## config.mk

```make
export PLATFORM = sky130hd
export DESIGN_NAME = instruction_fetch_unit
export DESIGN_NICKNAME = d
export VERILOG_FILES = /design/src/rtl/instruction_fetch_unit.sv
export SDC_FILE = /design/constraint.sdc
export NUM_CORES = 1
export LEC_CHECK = 0
export ABC_CLOCK_PERIOD_IN_PS = 6000
export BUFFER_PORTS_ARGS = -buffer_cell sky130_fd_sc_hd__buf_2
export CORE_ASPECT_RATIO = 0.8
export CORE_MARGIN = 5
export CORE_UTILIZATION = 33
export CTS_BUF_LIST = sky130_fd_sc_hd__clkbuf_4
export DETAILED_ROUTE_END_ITERATION = 12
export PLACE_DENSITY = 0.61
export SETUP_SLACK_MARGIN = 0.3
export SYNTH_ARGS = -nofsm -noshare
export SYNTH_HDL_FRONTEND = slang
export SYNTH_SLANG_ARGS = --single-unit
```

## constraint.sdc

```tcl
create_clock -name Clk -period 6 [get_ports Clk]
set_input_delay 1.2 -clock Clk [delete_from_list [all_inputs] [get_ports Clk]]
set_output_delay 1.2 -clock Clk [all_outputs]
set_load 0.02 [all_outputs]
```

## src/rtl/instruction_fetch_unit.sv

```systemverilog
// instruction_fetch_unit: fetch stage for the 16-bit core.
// Owns the fetch PC, issues word reads to instruction memory, buffers the
// returned words with their PCs in a prefetch FIFO and hands them to the core.
// A redirect restarts fetch and discards responses still in flight.
// Optional feature macro: IFU_BYPASS_EN -- when defined, a response arriving
// while the FIFO is empty is presented to the core in the same cycle.
module instruction_fetch_unit #(
    parameter int             l        = 16,
    parameter int             DEPTH    = 4,
    parameter logic [l-1:0]   RESET_PC = '0
) (
    input  logic         Clk,
    input  logic         ResetN,
    output logic         MemReqValid,
    output logic [l-1:0] MemReqAddr,
    input  logic         MemReqReady,
    input  logic         MemRespValid,
    input  logic [l-1:0] MemRespData,
    input  logic         Redirect,
    input  logic [l-1:0] RedirectPC,
    output logic         InstrValid,
    output logic [l-1:0] Instruction,
    output logic [l-1:0] InstrPC,
    input  logic         InstrReady
);

    localparam int PTR_W = $clog2(DEPTH);
    localparam int CNT_W = PTR_W + 1;

    typedef enum logic [1:0] {IDLE, FETCH, FLUSH} state_t;

    state_t             state;
    logic [l-1:0]       fetchPc;
    logic [l-1:0]       respPc;
    logic [CNT_W-1:0]   fifoCount;
    logic [CNT_W-1:0]   outstanding;
    logic [CNT_W-1:0]   outstandingNext;
    logic [CNT_W-1:0]   dropCount;
    logic [CNT_W:0]     occupancy;
    logic [PTR_W-1:0]   headPtr;
    logic [PTR_W-1:0]   tailPtr;
    logic [l-1:0]       wordMem [DEPTH];
    logic [l-1:0]       pcMem   [DEPTH];

    logic               reqFire;
    logic               doRedirect;
    logic               bufValid;
    logic               push;
    logic               pop;

    // Requests are throttled so buffered plus in-flight words never exceed the FIFO depth.
    assign occupancy       = {1'b0, fifoCount} + {1'b0, outstanding};
    assign MemReqValid     = (state == FETCH) && (occupancy < (CNT_W+1)'(DEPTH));
    assign MemReqAddr      = fetchPc;
    assign reqFire         = MemReqValid && MemReqReady;
    assign doRedirect      = Redirect && (state != IDLE);
    assign outstandingNext = outstanding + CNT_W'(reqFire) - CNT_W'(MemRespValid);
    assign bufValid        = (fifoCount != '0);

`ifdef IFU_BYPASS_EN
    logic bypass;
    assign bypass      = (fifoCount == '0) && (state == FETCH) && MemRespValid;
    assign InstrValid  = bufValid || bypass;
    assign Instruction = bufValid ? wordMem[headPtr] : (bypass ? MemRespData : '0);
    assign InstrPC     = bufValid ? pcMem[headPtr]   : (bypass ? respPc      : '0);
    assign pop         = bufValid && InstrReady;
    // A bypassed word the core takes immediately never enters the FIFO.
    assign push        = MemRespValid && (state == FETCH) && !doRedirect && !(bypass && InstrReady);
`else
    assign InstrValid  = bufValid;
    assign Instruction = bufValid ? wordMem[headPtr] : '0;
    assign InstrPC     = bufValid ? pcMem[headPtr]   : '0;
    assign pop         = bufValid && InstrReady;
    assign push        = MemRespValid && (state == FETCH) && !doRedirect;
`endif

    // FIFO occupancy and pointers; a redirect empties the buffer.
    always_ff @(posedge Clk or negedge ResetN) begin
        if (!ResetN) begin
            fifoCount <= '0;
            headPtr   <= '0;
            tailPtr   <= '0;
        end else if (doRedirect) begin
            fifoCount <= '0;
            headPtr   <= '0;
            tailPtr   <= '0;
        end else begin
            if (push) tailPtr <= tailPtr + PTR_W'(1);
            if (pop)  headPtr <= headPtr + PTR_W'(1);
            fifoCount <= fifoCount + CNT_W'(push) - CNT_W'(pop);
        end
    end

    // FIFO storage holds each word together with the PC it was fetched from.
    always_ff @(posedge Clk) begin
        if (push) begin
            wordMem[tailPtr] <= MemRespData;
            pcMem[tailPtr]   <= respPc;
        end
    end

    // Fetch control: state, fetch/response PCs, in-flight and drop counters.
    always_ff @(posedge Clk or negedge ResetN) begin
        if (!ResetN) begin
            state       <= IDLE;
            fetchPc     <= RESET_PC;
            respPc      <= RESET_PC;
            outstanding <= '0;
            dropCount   <= '0;
        end else begin
            outstanding <= outstandingNext;
            if (reqFire) fetchPc <= fetchPc + l'(1);
            if (doRedirect) begin
                // Everything still in flight after this cycle is stale.
                fetchPc   <= RedirectPC;
                respPc    <= RedirectPC;
                dropCount <= outstandingNext;
                state     <= (outstandingNext != '0) ? FLUSH : FETCH;
            end else begin
                case (state)
                    IDLE: state <= FETCH;
                    FETCH: begin
                        if (MemRespValid) respPc <= respPc + l'(1);
                    end
                    FLUSH: begin
                        if (MemRespValid) begin
                            dropCount <= dropCount - CNT_W'(1);
                            if (dropCount == CNT_W'(1)) state <= FETCH;
                        end else if (dropCount == '0) begin
                            state <= FETCH;
                        end
                    end
                    default: state <= IDLE;
                endcase
            end
        end
    end

    respWithoutRequest: assert property (@(posedge Clk) disable iff (!ResetN)
        MemRespValid |-> (outstanding != '0));

    occupancyBound: assert property (@(posedge Clk) disable iff (!ResetN)
        occupancy <= (CNT_W+1)'(DEPTH));

endmodule

```

# Word-level counts from Yosys, hierarchy flattened
# Memories as Yosys holds them, arrays and structs flattened.
# Cells that the tools add are included.
totals:
  ff_bits: 47
  wordCells: 71
  in_bits: 38
  mem_count: 2
  ramBits: 128
memory_table:
  columns: ["name", "words", "width", "read_ports", "rd_ports_with_merged_regs", "write_ports", "line", "source"]
  rows:
  - ["pcMem", 4, 16, 1, 0, 1, "43", "logic [l-1:0] pcMem [DEPTH];"]
  - ["wordMem", 4, 16, 1, 0, 1, "42", "logic [l-1:0] wordMem [DEPTH];"]
classes:
  add_sub_neg: 10
  reduce_logical: 21
  n_lt_le_gt_ge: 1
  eq_ne: 6
  n_mux: 23
ops:
  columns: ["cell", "n"]
  rows:
  - ["2-to-1 mux 16 bit", 7]
  - ["adder 16 x 1 -> 16 bit, second input constant", 2]
  - ["2-to-1 mux 2 bit", 9]
  - ["nonzero test 2 bit", 7]
  - ["2-to-1 mux 3 bit", 4]
  - ["inequality test 4 bit, second input constant", 2]
  - ["adder 3 x 1 -> 3 bit", 2]
  - ["logical AND 1 bit", 6]
  - ["case mux 2 bit (3 select lines)", 1]
  - ["nonzero test 3 bit", 2]
  - ["subtractor 3 x 1 -> 3 bit", 2]
  - ["adder 2 x 1 -> 2 bit, second input constant", 2]
  - ["adder 3 x 3 -> 4 bit", 1]
  - ["< comparator 4 x 3 -> 1 bit, second input constant", 1]
  - ["AND reduction 2 bit", 2]
  - ["== test 3 x 1 -> 1 bit, second input constant", 1]
  - ["logical NOT 3 bit", 1]
  - ["AND reduction 3 bit", 1]
  - ["subtractor 3 x 1 -> 3 bit, second input constant", 1]
  - ["== test 2 x 1 -> 1 bit, second input constant", 1]
  - ["== test 2 bit, second input constant", 1]
  - ["logical NOT 2 bit", 1]
  - ["2-to-1 mux 1 bit", 2]
  - ["inequality test 2 bit, second input constant", 1]
  - ["logical NOT 1 bit", 1]

# Depth between registers and ports, before layout
# Gate-level depths: netlist of run 1.
depth:
  word_depth: 9
  mapped_depth: 14

# Worst setup path before layout of run 1
# Ideal clock, no wire load.
synth_timing:
  path_type: "input-to-reg"
  from: "input port Redirect"
  to: "register fifoCount[2]"
  path_buffers: 2
  cell_stages: 12
  required_ns: 5.869
  path_slack_ns: 2.656
  arrival_time_ns: 3.213
  setup_time_ns: 0.131
  cell_sequence: "clkbuf_1 nor2b_1 nor2b_1 clkbuf_1 inv_1 ha_1 inv_1 ha_1 fa_1 xnor2_1 xnor2_1 nor2_1"
synth_between:
  elab_chain_cells: 6
synth_lines:
  columns: ["element", "line", "source"]
  rows:
  - ["start: declaration", "19", "input logic Redirect,"]
  - ["logical AND 1 bit (*)", "56", "assign doRedirect = Redirect && (state != IDLE);"]
  - ["logical NOT 1 bit", "74", "assign push = MemRespValid && (state == FETCH) && !doRedirect;"]
  - ["logical AND 1 bit", "74", null]
  - ["adder 3 x 1 -> 3 bit", "90", "fifoCount <= fifoCount + CNT_W'(push) - CNT_W'(pop);"]
  - ["subtractor 3 x 1 -> 3 bit", "90", null]
  - ["2-to-1 mux 3 bit (*)", "83", "end else if (doRedirect) begin"]
  - ["end signal: assignment", "90", null]
  - ["end: declaration", "35", "logic [CNT_W-1:0] fifoCount;"]
# Mark *: on every way between the ends. The rest lies on a longest branch, timed or not.
# A chain may end at the register's enable or synchronous reset.

# Worst setup path in the final report of run 1
layout_timing:
  from: "register headPtr[0]"
  to: "output port InstrPC[6]"
layout_between:
  elab_chain_cells: 2
layout_lines:
  columns: ["element", "line", "source"]
  rows:
  - ["start: declaration", "40", "logic [PTR_W-1:0] headPtr;"]
  - ["start signal: assignment", "89", "if (pop) headPtr <= headPtr + PTR_W'(1);"]
  - ["memory (4 x 16 bit)", null, null]
  - ["2-to-1 mux 16 bit", "72", "assign InstrPC = bufValid ? pcMem[headPtr] : '0;"]
  - ["end: declaration", "23", "output logic [l-1:0] InstrPC,"]
# No other way between the ends.

==> results.tsv, run 1 <==
stage	metric	value	unit
synth	total of warnings raised by yosys	0	
setup_path	register-to-register setup slack	2230	ps
setup_path	Critical Path Source Type	register	
clocking	Num Clock Sinks	175	
setup_path	Reg2Reg Launch Point	fifoCount[2]$_DFF_PN0_	
route	DRC viols	0	
setup_path	Buf+Inv Stages, Crit Path	2	
power_and_ir_drop	Switching Fraction	40.2	%
grt	Overflow after GRT	0	
setup_path	Worst path slowest cell	dfrtp_2	
route	Post-Route WL	16.4	mm
power_and_ir_drop	peak supply drop	0.000226	V
power_and_ir_drop	Logic pwr share	39.2	%
place	Placer Congestion	0.783	
sta	Final Setup Violations	0	
route	drt pass-1 iters	5	
sta	min Tclk post-route	3850	ps
setup_path	CP top delay family	flip-flops	
grt	vias in the first global route	4908	
synth	Post-synth top flop	edfxtp_1	
floorplanning	io pins	88	
synth	Synth Register Bits	175	
setup_path	Worst Path Required	4800	ps
finish	Final nets	653	
floorplanning	die area	26500	µm²
setup_path	Critical Path Sink	InstrPC[6]	
synth	Async SR Flop Fraction	26.9	%
sta	RSZ-0062 raised after global routing	no	
route	Antenna Nets Post-Route	0	
clocking	post-CTS sizing	0	
power_and_ir_drop	P per Cell Area	475	nW/µm²
sta	Clock Skew	31.1	ps
hold_path	Hold Crit Class	reg2reg	
synth	Synth Area per Inst	15.1	µm²
clocking	setup bufs post-CTS	0	
setup_path	slowest cell delay on critical path	680	ps
finish	Area Growth Syn to Fin	13.7	%
sta	worst hold slack	537	ps
grt	initial antenna violation count	0	
sta	final cycle utilization of the critical path	64.2	%
power_and_ir_drop	Psw	1.67	mW
power_and_ir_drop	clock network fraction of design power	16.3	%
setup_path	path length in cells of the critical path	4	
floorplanning	num rows	50	
route	Vias/cell	5.04	
setup_path	Cell Chain, Critical Path	buf_4 > mux4_2 > and2_1 > buf_2	
synth	Netlist cell types	49	
outcome	status	finished, final reports clean	
setup_path	crit-path max FO	21	
sta	Slew @ Worst Pin	1020	ps
finish	share of layout cells above drive strength 1	27.9	%
power_and_ir_drop	sequential group share of total power	44.5	%
hold_path	HP Start	dropCount[1]$_DFFE_PN0P_	
clocking	worst-skew pair later-pin latency	570	ps
synth	Post-synth EDFFs	128	
grt	first-pass GRT wire length	26.4	mm
clocking	Clock Pin Slew Worst Setup and Hold Paths	140	ps
finish	Final Util	37.8	%
synth	most frequent cells after synthesis	edfxtp_1, dfrtp_1, and2_1	
sta	Max Freq	260	MHz
power_and_ir_drop	Final Power	4.15	mW
job	Max Cap Viol	0	
synth	Synth top area share	50.0	%
sta	Max-slew headroom	31.9	%
floorplanning	Starting Density	33.2	%
route	routed len/inst	17.8	µm
clocking	CTS root buf	clkbuf_4	
place	hpwl dp	10.7	mm
clocking	CTS buffer count	17	
setup_path	CP Capture Type	primary output	
power_and_ir_drop	Static Leak	3.13	nW
floorplanning	Die Ht	147	µm
grt	pin count of the biggest net entering global routing	48	
sta	setup TNS	0	ps
synth	sequential area share after synthesis	65.3	%
floorplanning	Die W	181	µm
synth	count leader, synth	edfxtp_1	
setup_path	Crit. Startpoint	headPtr[0]$_DFFE_PN0P_	
clocking	Clock Tree Buf Depth	2	
grt	GRT Resource Usage Total	12.6	%
synth	post-synth top area cell	edfxtp_1	
setup_path	WP data arrival	2650	ps
finish	# diodes	0	
synth	Cells after Synth	509	
route	Vias	4647	
power_and_ir_drop	Int Pwr	2.48	mW
synth	Post-Syn Area	7690	µm²
clocking	hold_buf cts	0	
setup_path	R2R Path End	state[1]$_DFFE_PN0P_	
clocking	CTS tree	yes	
place	PortBufs	87	
sta	Final Hold Fails	0	
clocking	H-tree Lvls	4	
floorplanning	Core Area	23100	µm²
setup_path	reg2reg path depth	13	
sta	count of pins over their slew limit	0	
route	DR iter-0 viols	325	
synth	largest cells by area after synthesis	edfxtp_1, dfrtp_1, mux4_2	
setup_path	Worst Setup Path Type	reg2out	
synth	syn nets	564	
==> flip-flops by register name, indices dropped and copies added, names as in the netlist <==
register / count
pcMem: 64
wordMem: 64
MemReqAddr: 16
respPc: 16
dropCount: 3
fifoCount: 3
outstanding: 3
headPtr: 2
state: 2
tailPtr: 2
==> power groups by stage <==
stage                     Sequential [mW]  Combinational [mW]  Clock (mW)
final                                1.85                1.63       0.676
after CTS                            1.84                1.65       0.693
after global routing                 1.88                1.81       0.745
after global placement               1.85                1.62           0
after floorplan                      1.81                1.18           0
after detailed placement             1.87                1.65           0
==> worst min path at each step <==
| stage | end | cells past startpoint | slack (ps) |
|---|---|---|---|
| floorplan | dropCount[1]$_DFFE_PN0P_ | 2 | 450 |
| global placement | dropCount[1]$_DFFE_PN0P_ | 2 | 470 |
| detailed placement | dropCount[1]$_DFFE_PN0P_ | 2 | 500 |
| CTS | dropCount[1]$_DFFE_PN0P_ | 2 | 540 |
| global route | dropCount[1]$_DFFE_PN0P_ | 2 | 570 |
| finish | dropCount[1]$_DFFE_PN0P_ | 2 | 540 |
==> placed cells by master, fill, tap and decap left out, types with 7 or more instances in the layout <==
| cell type | n |
|---|---|
| nand2_1 | 19 |
| nor2_1 | 29 |
| a21oi_1 | 20 |
| ha_1 | 15 |
| mux4_2 | 32 |
| o22a_1 | 7 |
| dfrtp_1 | 46 |
| xnor2_1 | 17 |
| nor3_1 | 11 |
| nand3_1 | 11 |
| o21ai_0 | 9 |
| nand4_1 | 8 |
| buf_4 | 10 |
| clkbuf_4 | 17 |
| inv_1 | 17 |
| buf_2 | 87 |
| and2_1 | 42 |
| edfxtp_1 | 128 |
==> logic make-up after synthesis <==
group | Yosys count | share of synthesized area (%)
AO/OA/AOI/OAI | 68 | 5.92
XOR/XNOR | 21 | 2.39
adder cells (fa/ha/maj) | 17 | 2.96
buffers and inverters | 44 | 2.64
flip-flops | 175 | 65.3
multiplexers | 34 | 9.64
AND/OR/NAND/NOR | 150 | 11.1
==> worst register-to-register path, delay by kind of cell, from the launching register on <==
kind | cells | cell delay [ps]
adder cells (fa/ha/maj) | 4 | 1170
flip-flops | 1 | 440
buffers and inverters | 2 | 280
XOR/XNOR | 2 | 320
AO/OA/AOI/OAI | 2 | 420
AND/OR/NAND/NOR | 3 | 1060
==> cell type report <==
type,count,area (µm²)
inverters,17,63.8
flip-flops and latches,175,5020
repair buffers,97,510
clock buffers,17,128
multi-input cells,290,2470
well taps,312,390
fillers,2188,14400
clock inverters,14,158
==> stage by stage <==
step	worst slack (ps)	area [µm²]	cells
floorplan	2660	7690	509
global placement	2260	8450	891
detailed placement	2150	8450	891
CTS	2010	8740	922
global route	1900	8740	922
finish	2150	8740	922
==> metal layers <==
metal,global-route usage (%),routed length [µm],up-vias
met5,0,0,-
met4,2.76,104,0
met3,3.71,1060,8
met2,18.6,7160,170
met1,18.6,8070,2360
li1,-,-,2109
(Power assumes the default switching activity.)
==> run 2: changes to the inputs <==
--- a/config.mk
+++ b/config.mk
@@ -5,14 +5,15 @@
 export SDC_FILE = /design/constraint.sdc
 export NUM_CORES = 1
 export LEC_CHECK = 0
-export ABC_CLOCK_PERIOD_IN_PS = 6000
+export ABC_AREA = 1
+export ABC_CLOCK_PERIOD_IN_PS = 3500
 export BUFFER_PORTS_ARGS = -buffer_cell sky130_fd_sc_hd__buf_2
 export CORE_ASPECT_RATIO = 0.8
 export CORE_MARGIN = 5
 export CORE_UTILIZATION = 33
 export CTS_BUF_LIST = sky130_fd_sc_hd__clkbuf_4
 export DETAILED_ROUTE_END_ITERATION = 12
-export PLACE_DENSITY = 0.61
+export PLACE_DENSITY = 0.63
 export SETUP_SLACK_MARGIN = 0.3
 export SYNTH_ARGS = -nofsm -noshare
 export SYNTH_HDL_FRONTEND = slang
==> constraint.sdc (replaced) <==
create_clock -name Clk -period 3.5 [get_ports Clk]
set_input_delay 0.7 -clock Clk [delete_from_list [all_inputs] [get_ports Clk]]
set_output_delay 0.7 -clock Clk [all_outputs]
set_load 0.02 [all_outputs]
==> results.tsv, run 2 <==
stage	metric	value	unit	change
outcome	status	finished, final reports clean		unchanged
finish	most frequent cells in the layout	nor2_1, edfxtp_1, nand2_1		was edfxtp_1, buf_2, dfrtp_1
sta	setup TNS	0	ps	unchanged
grt	vias in the first global route	5590		was 4908
clocking	Num Clock Sinks	175		unchanged
route	DRC viols	0		unchanged
clocking	CTS root buf	clkbuf_4		unchanged
floorplanning	Die Ht	150	µm	was 147 µm
floorplanning	io pins	88		unchanged
sta	Max-slew headroom	52.9	%	was 31.9%
synth	count leader, synth	nor2_1		was edfxtp_1
place	hpwl dp	11.9	mm	was 10.7 mm
synth	Synth Register Bits	175		unchanged
synth	Post-Syn Area	8120	µm²	was 7690 µm²
route	drt pass-1 iters	5		unchanged
grt	initial antenna violation count	0		unchanged
hold_path	Hold Crit Class	in2async		was reg2reg
place	Placer Congestion	0.812		was 0.783
synth	most frequent cells after synthesis	nor2_1, edfxtp_1, nand2_1		was edfxtp_1, dfrtp_1, and2_1
sta	Final Setup Violations	0		unchanged
sta	Final Hold Fails	0		unchanged
sta	RSZ-0062 raised after global routing	no		unchanged
clocking	CTS buffer count	17		unchanged
sta	Slew @ Worst Pin	707	ps	was 1020 ps
setup_path	Critical Path Source Type	register		unchanged
setup_path	Worst Path Required	2800	ps	was 4800 ps
floorplanning	num rows	51		was 50
clocking	Clock Tree Buf Depth	2		unchanged
place	PortBufs	87		unchanged
synth	sequential area share after synthesis	61.8	%	was 65.3%
setup_path	crit-path max FO	36		was 21
clocking	CTS tree	yes		unchanged
clocking	hold_buf cts	0		unchanged
finish	# diodes	0		unchanged
floorplanning	Starting Density	33.4	%	was 33.2%
power_and_ir_drop	P per Cell Area	830	nW/µm²	was 475 nW/µm²
finish	register area	5020	µm²	about the same
sta	Max Freq	333	MHz	
clocking	Clock Pin Slew Worst Setup and Hold Paths	160	ps	was 140 ps
finish	Largest regs	pcMem (64), wordMem (64)		unchanged
power_and_ir_drop	Logic pwr share	43.4	%	was 39.2%
finish	Final nets	977		was 653
power_and_ir_drop	Switching Fraction	46.5	%	was 40.2%
place	dpl cells	1220		was 891
finish	share of layout cells above drive strength 1	16.4	%	was 27.9%
route	Post-Route WL	19.1	mm	was 16.4 mm
sta	final cycle utilization of the critical path	85.9	%	
synth	Async SR Flop Fraction	26.9	%	unchanged
power_and_ir_drop	Static Leak	3.74	nW	was 3.13 nW
route	Antenna Nets Post-Route	0		unchanged
power_and_ir_drop	sequential group share of total power	41.5	%	was 44.5%
finish	Area Growth Syn to Fin	13.5	%	was 13.7%
finish	Cell Count, Final, Fillers Out	1253		was 922
sta	Clock Skew	25.9	ps	was 31.1 ps
setup_path	WP data arrival	2310	ps	was 2650 ps
floorplanning	Die W	185	µm	was 181 µm
job	Max Cap Viol	0		unchanged
synth	syn nets	891		was 564
synth	Cells after Synth	836		was 509
grt	GRT Resource Usage Total	13.7	%	was 12.6%
finish	Final Util	37.9	%	was 37.8%
grt	first-pass GRT wire length	30.0	mm	was 26.4 mm
synth	total of warnings raised by yosys	0		unchanged
setup_path	CP Capture Type	primary output		unchanged
synth	largest cells by area after synthesis	edfxtp_1, dfrtp_1, nor2_1		was edfxtp_1, dfrtp_1, mux4_2
sta	count of pins over their slew limit	0		unchanged
route	Vias	6040		was 4647
route	Vias/cell	4.82		was 5.04
route	DR iter-0 viols	370		was 325
sta	min Tclk post-route	3010	ps	
finish	multi-input logic area	2710	µm²	was 2470 µm²
synth	Netlist cell types	35		was 49
power_and_ir_drop	peak supply drop	0.000388	V	was 0.000226 V
synth	Synth Area per Inst	9.71	µm²	was 15.1 µm²
finish	fill count	2428		was 2188
finish	commonest non-fill, non-tap cell in the layout	nor2_1		was edfxtp_1
synth	Synth top area share	47.4	%	was 50.0%
grt	pin count of the biggest net entering global routing	44		was 48
sta	worst hold slack	161	ps	was 537 ps
setup_path	Worst Setup Path Type	reg2out		unchanged
floorplanning	Core Area	24300	µm²	was 23100 µm²
power_and_ir_drop	Psw	3.56	mW	was 1.67 mW
synth	post-synth top area cell	edfxtp_1		unchanged
power_and_ir_drop	Int Pwr	4.09	mW	was 2.48 mW
clocking	H-tree Lvls	4		unchanged
grt	Overflow after GRT	0		unchanged
clocking	worst-skew pair later-pin latency	570	ps	about the same
power_and_ir_drop	clock network fraction of design power	15.1	%	was 16.3%
synth	Post-synth EDFFs	128		unchanged
route	routed len/inst	15.2	µm	was 17.8 µm
synth	Post-synth top flop	edfxtp_1		unchanged
floorplanning	die area	27900	µm²	was 26500 µm²
-- run 2: power groups by stage --
stage	registers (mW)	clock network (mW)	logic (mW)
2_1_floorplan	3.12	0	2.32
3_3_place_gp	3.21	0	3.24
3_5_place_dp	3.23	0	3.30
4_1_cts	3.19	1.18	3.32
5_1_grt	3.24	1.27	3.74
6_report	3.17	1.16	3.32
-- run 2: final timing paths --
check	startpoint	end	slack, ps	cells after the start
max	headPtr[0]$_DFFE_PN0P_	Instruction[11]	490	5
min	ResetN	MemReqAddr[10]$_DFFE_PN0P_	160	1
max reg2reg	fifoCount[2]$_DFF_PN0_	dropCount[2]$_DFFE_PN0P_	790	15
min reg2reg	dropCount[2]$_DFFE_PN0P_	dropCount[2]$_DFFE_PN0P_	530	2
max in group asynchronous	ResetN	MemReqAddr[4]$_DFFE_PN0P_	2600	2
min in group Clk	MemRespData[12]	wordMem[2][12]$_DFFE_PP_	310	1
-- run 2: timing repair --
item | in CTS | in global routing
hold endpoints to repair | 0 | 0
endpoints found under the setup margin | 2 | 2
resized for setup | 1 | 0
cloned | 0 | 0
setup buffers | 0 | 1
-- run 2: metal layers --
| metal | vias to the layer above | share of wire (%) | GRT usage [%] |
|---|---|---|---|
| met4 | 0 | 0.67 | 2.93 |
| met3 | 12 | 6.3 | 3.14 |
| met1 | 2857 | 49 | 20.5 |
| met2 | 180 | 44 | 20.3 |
| li1 | 2991 | - | - |
| met5 | - | 0 | 0 |
-- run 2: critical path: stages (launching register included) --
cell     delay [ps]
dfrtp_4         650
inv_2           100
buf_4           320
o21ai_0         170
a21oi_1         270
buf_2           220
-- run 2: logic make-up (layout without fill, tap and decap cells) --
logic type      Yosys count  after routing  share of synthesized area, %
xor+xnor                  6              6                         0.647
flops                   175            175                          61.8
buf+inv                  97            196                          4.99
fa+ha+maj                17             17                          2.81
simple gates            377            377                          19.0
compound gates          164            164                          10.7
-- run 2: final cells by class --
cell class | count | share of cell area (%)
flip-flops and latches | 175 | 54.5
multi-input cells | 564 | 29.4
repair buffers | 101 | 5.95
well taps | 318 | 4.32
inverters | 63 | 2.57
clock inverters | 15 | 1.83
clock buffers | 17 | 1.39
-- run 2: through the flow --
step | cell area, µm² | power [mW] | setup WS (ps)
after floorplan | 8120 | 5.44 | 693
after global placement | 8900 | 6.46 | 852
after detailed placement | 8900 | 6.53 | 793
after CTS | 9200 | 7.69 | 378
after global routing | 9210 | 8.24 | 352
final | 9210 | 7.65 | 494
==> run 3: changes to the inputs <==
--- a/config.mk
+++ b/config.mk
@@ -8,12 +8,13 @@
 export ABC_AREA = 1
 export ABC_CLOCK_PERIOD_IN_PS = 3500
 export BUFFER_PORTS_ARGS = -buffer_cell sky130_fd_sc_hd__buf_2
+export CAP_MARGIN = 20
 export CORE_ASPECT_RATIO = 0.8
 export CORE_MARGIN = 5
-export CORE_UTILIZATION = 33
+export CORE_UTILIZATION = 55
 export CTS_BUF_LIST = sky130_fd_sc_hd__clkbuf_4
 export DETAILED_ROUTE_END_ITERATION = 12
-export PLACE_DENSITY = 0.63
+export PLACE_DENSITY = 0.89
 export SETUP_SLACK_MARGIN = 0.3
 export SYNTH_ARGS = -nofsm -noshare
 export SYNTH_HDL_FRONTEND = slang
==> results.tsv, run 3 (same netlist as run 2, synthesis figures left out) <==
stage	metric	value	unit	change
finish	commonest non-fill, non-tap cell in the layout	nor2_1		unchanged
sta	Final Hold Fails	0		unchanged
finish	fill count	1087		was 2428
sta	final cycle utilization of the critical path	84.2	%	was 85.9%
finish	Final Util	63.1	%	was 37.9%
sta	min Tclk post-route	2950	ps	was 3010 ps
power_and_ir_drop	P per Cell Area	859	nW/µm²	was 830 nW/µm²
clocking	worst-skew pair later-pin latency	550	ps	was 570 ps
hold_path	Hold Crit Class	in2async		unchanged
setup_path	Worst Path Required	2800	ps	about the same
finish	# diodes	0		unchanged
sta	Clock Skew	17.5	ps	was 25.9 ps
place	Placer Congestion	0.891		was 0.812
finish	most frequent cells in the layout	nor2_1, edfxtp_1, nand2_1		unchanged
finish	multi-input logic area	2700	µm²	was 2710 µm²
grt	Overflow after GRT	0		unchanged
route	Post-Route WL	18.0	mm	was 19.1 mm
sta	setup TNS	0	ps	unchanged
setup_path	crit-path max FO	25		was 36
finish	Cell Count, Final, Fillers Out	1116		was 1253
route	routed len/inst	16.1	µm	was 15.2 µm
job	Max Cap Viol	0		unchanged
finish	Largest regs	pcMem (64), wordMem (64)		unchanged
setup_path	Reg2Reg Launch Point	fifoCount[1]$_DFF_PN0_		was fifoCount[2]$_DFF_PN0_
sta	Max Freq	339	MHz	was 333 MHz
floorplanning	die area	17300	µm²	was 27900 µm²
floorplanning	io pins	88		unchanged
place	hpwl dp	11.3	mm	was 11.9 mm
route	DR iter-0 viols	572		was 370
route	Vias/cell	5.57		was 4.82
power_and_ir_drop	peak supply drop	0.000479	V	was 0.000388 V
grt	pin count of the biggest net entering global routing	46		was 44
clocking	Clock Pin Slew Worst Setup and Hold Paths	150	ps	was 160 ps
setup_path	Worst Setup Path Type	reg2out		unchanged
clocking	Num Clock Sinks	175		unchanged
clocking	post-CTS sizing	0		was 1
place	placed inst area	8730	µm²	was 8900 µm²
sta	Max-slew headroom	52.5	%	was 52.9%
clocking	Clock Tree Buf Depth	2		unchanged
setup_path	Critical Path Source Type	register		unchanged
sta	Final Setup Violations	0		unchanged
finish	design area	9080	µm²	was 9210 µm²
sta	PnR worst setup slack	554	ps	was 494 ps
place	dpl cells	1085		was 1220
route	DRC viols	0		unchanged
grt	GRT Resource Usage Total	20.7	%	was 13.7%
route	drt pass-1 iters	6		was 5
outcome	status	finished, final reports clean		unchanged
floorplanning	Die Ht	119	µm	was 150 µm
clocking	setup bufs post-CTS	0		unchanged
route	Vias	6218		was 6040
place	DP Worst Slack	784	ps	was 793 ps
floorplanning	Core Area	14400	µm²	was 24300 µm²
clocking	CTS tree	yes		unchanged
power_and_ir_drop	Static Leak	3.76	nW	was 3.74 nW
floorplanning	Starting Density	56.4	%	was 33.4%
floorplanning	Die W	146	µm	was 185 µm
sta	RSZ-0062 raised after global routing	no		unchanged
grt	initial antenna violation count	0		unchanged
sta	Slew @ Worst Pin	713	ps	was 707 ps
grt	vias in the first global route	5766		was 5590
finish	share of layout cells above drive strength 1	16.1	%	was 16.4%
place	PortBufs	87		unchanged
finish	Area Growth Syn to Fin	11.8	%	was 13.5%
grt	first-pass GRT wire length	28.9	mm	was 30.0 mm
setup_path	CP Capture Type	primary output		unchanged
sta	count of pins over their slew limit	0		unchanged
finish	Final nets	975		was 977
clocking	hold_buf cts	0		unchanged
setup_path	Crit. Startpoint	headPtr[1]$_DFFE_PN0P_		was headPtr[0]$_DFFE_PN0P_
setup_path	WP data arrival	2250	ps	was 2310 ps
clocking	CTS buffer count	17		unchanged
clocking	CTS root buf	clkbuf_4		unchanged
route	Antenna Nets Post-Route	0		unchanged
clocking	H-tree Lvls	4		unchanged
floorplanning	num rows	39		was 51
finish	register area	5020	µm²	about the same
## run 3: layout make-up
type,instances,share of cell area (%)
repair buffers,99,5.93
flip-flops and latches,175,55.3
clock buffers,17,1.41
inverters,63,2.61
clock inverters,14,2.44
multi-input cells,564,29.8
well taps,184,2.54
## run 3: path summary, 6_finish.rpt
kind                                             endpoint  slack [ps]  cells after the start
worst min register to register   dropCount[2]$_DFFE_PN0P_         540                      2
worst max-delay path                           InstrPC[3]         550                      6
min in group Clk                  wordMem[3][7]$_DFFE_PP_         340                      1
worst max register to register   dropCount[2]$_DFFE_PN0P_         760                     14
worst min-delay path            MemReqAddr[5]$_DFFE_PN0P_         180                      1
max in group asynchronous          headPtr[0]$_DFFE_PN0P_        2570                      2
## run 3: routing by layer
| metal | global-route usage (%) | share of wire (%) |
|---|---|---|
| met4 | 5.87 | 1.3 |
| met2 | 32.4 | 46 |
| met1 | 29.7 | 44 |
| met3 | 4.44 | 8.3 |
| met5 | 0 | 0 |
## run 3: through the flow
| stage | hold slack (ps) | total power, mW |
|---|---|---|
| floorplan | 404 | 5.44 |
| global placement | 501 | 6.33 |
| detailed placement | 502 | 6.46 |
| CTS | 153 | 7.79 |
| global route | 180 | 8.33 |
| finish | 179 | 7.79 |
## run 3: power breakdown
part | leakage (nW) | switching, mW | internal (mW) | total [mW]
Combinational | 1.87 | 2.26 | 1.08 | 3.34
Clock | 0.182 | 0.735 | 0.594 | 1.33
Sequential | 1.71 | 0.448 | 2.67 | 3.12
Total | 3.76 | 3.45 | 4.35 | 7.79
## run 3: worst max-delay path: stages (launching register included)
cell      delay (ps)
dfrtp_1          380
clkinv_1         290
buf_4            350
nor2_1           130
o21ai_0          100
a21oi_1          220
buf_2            210
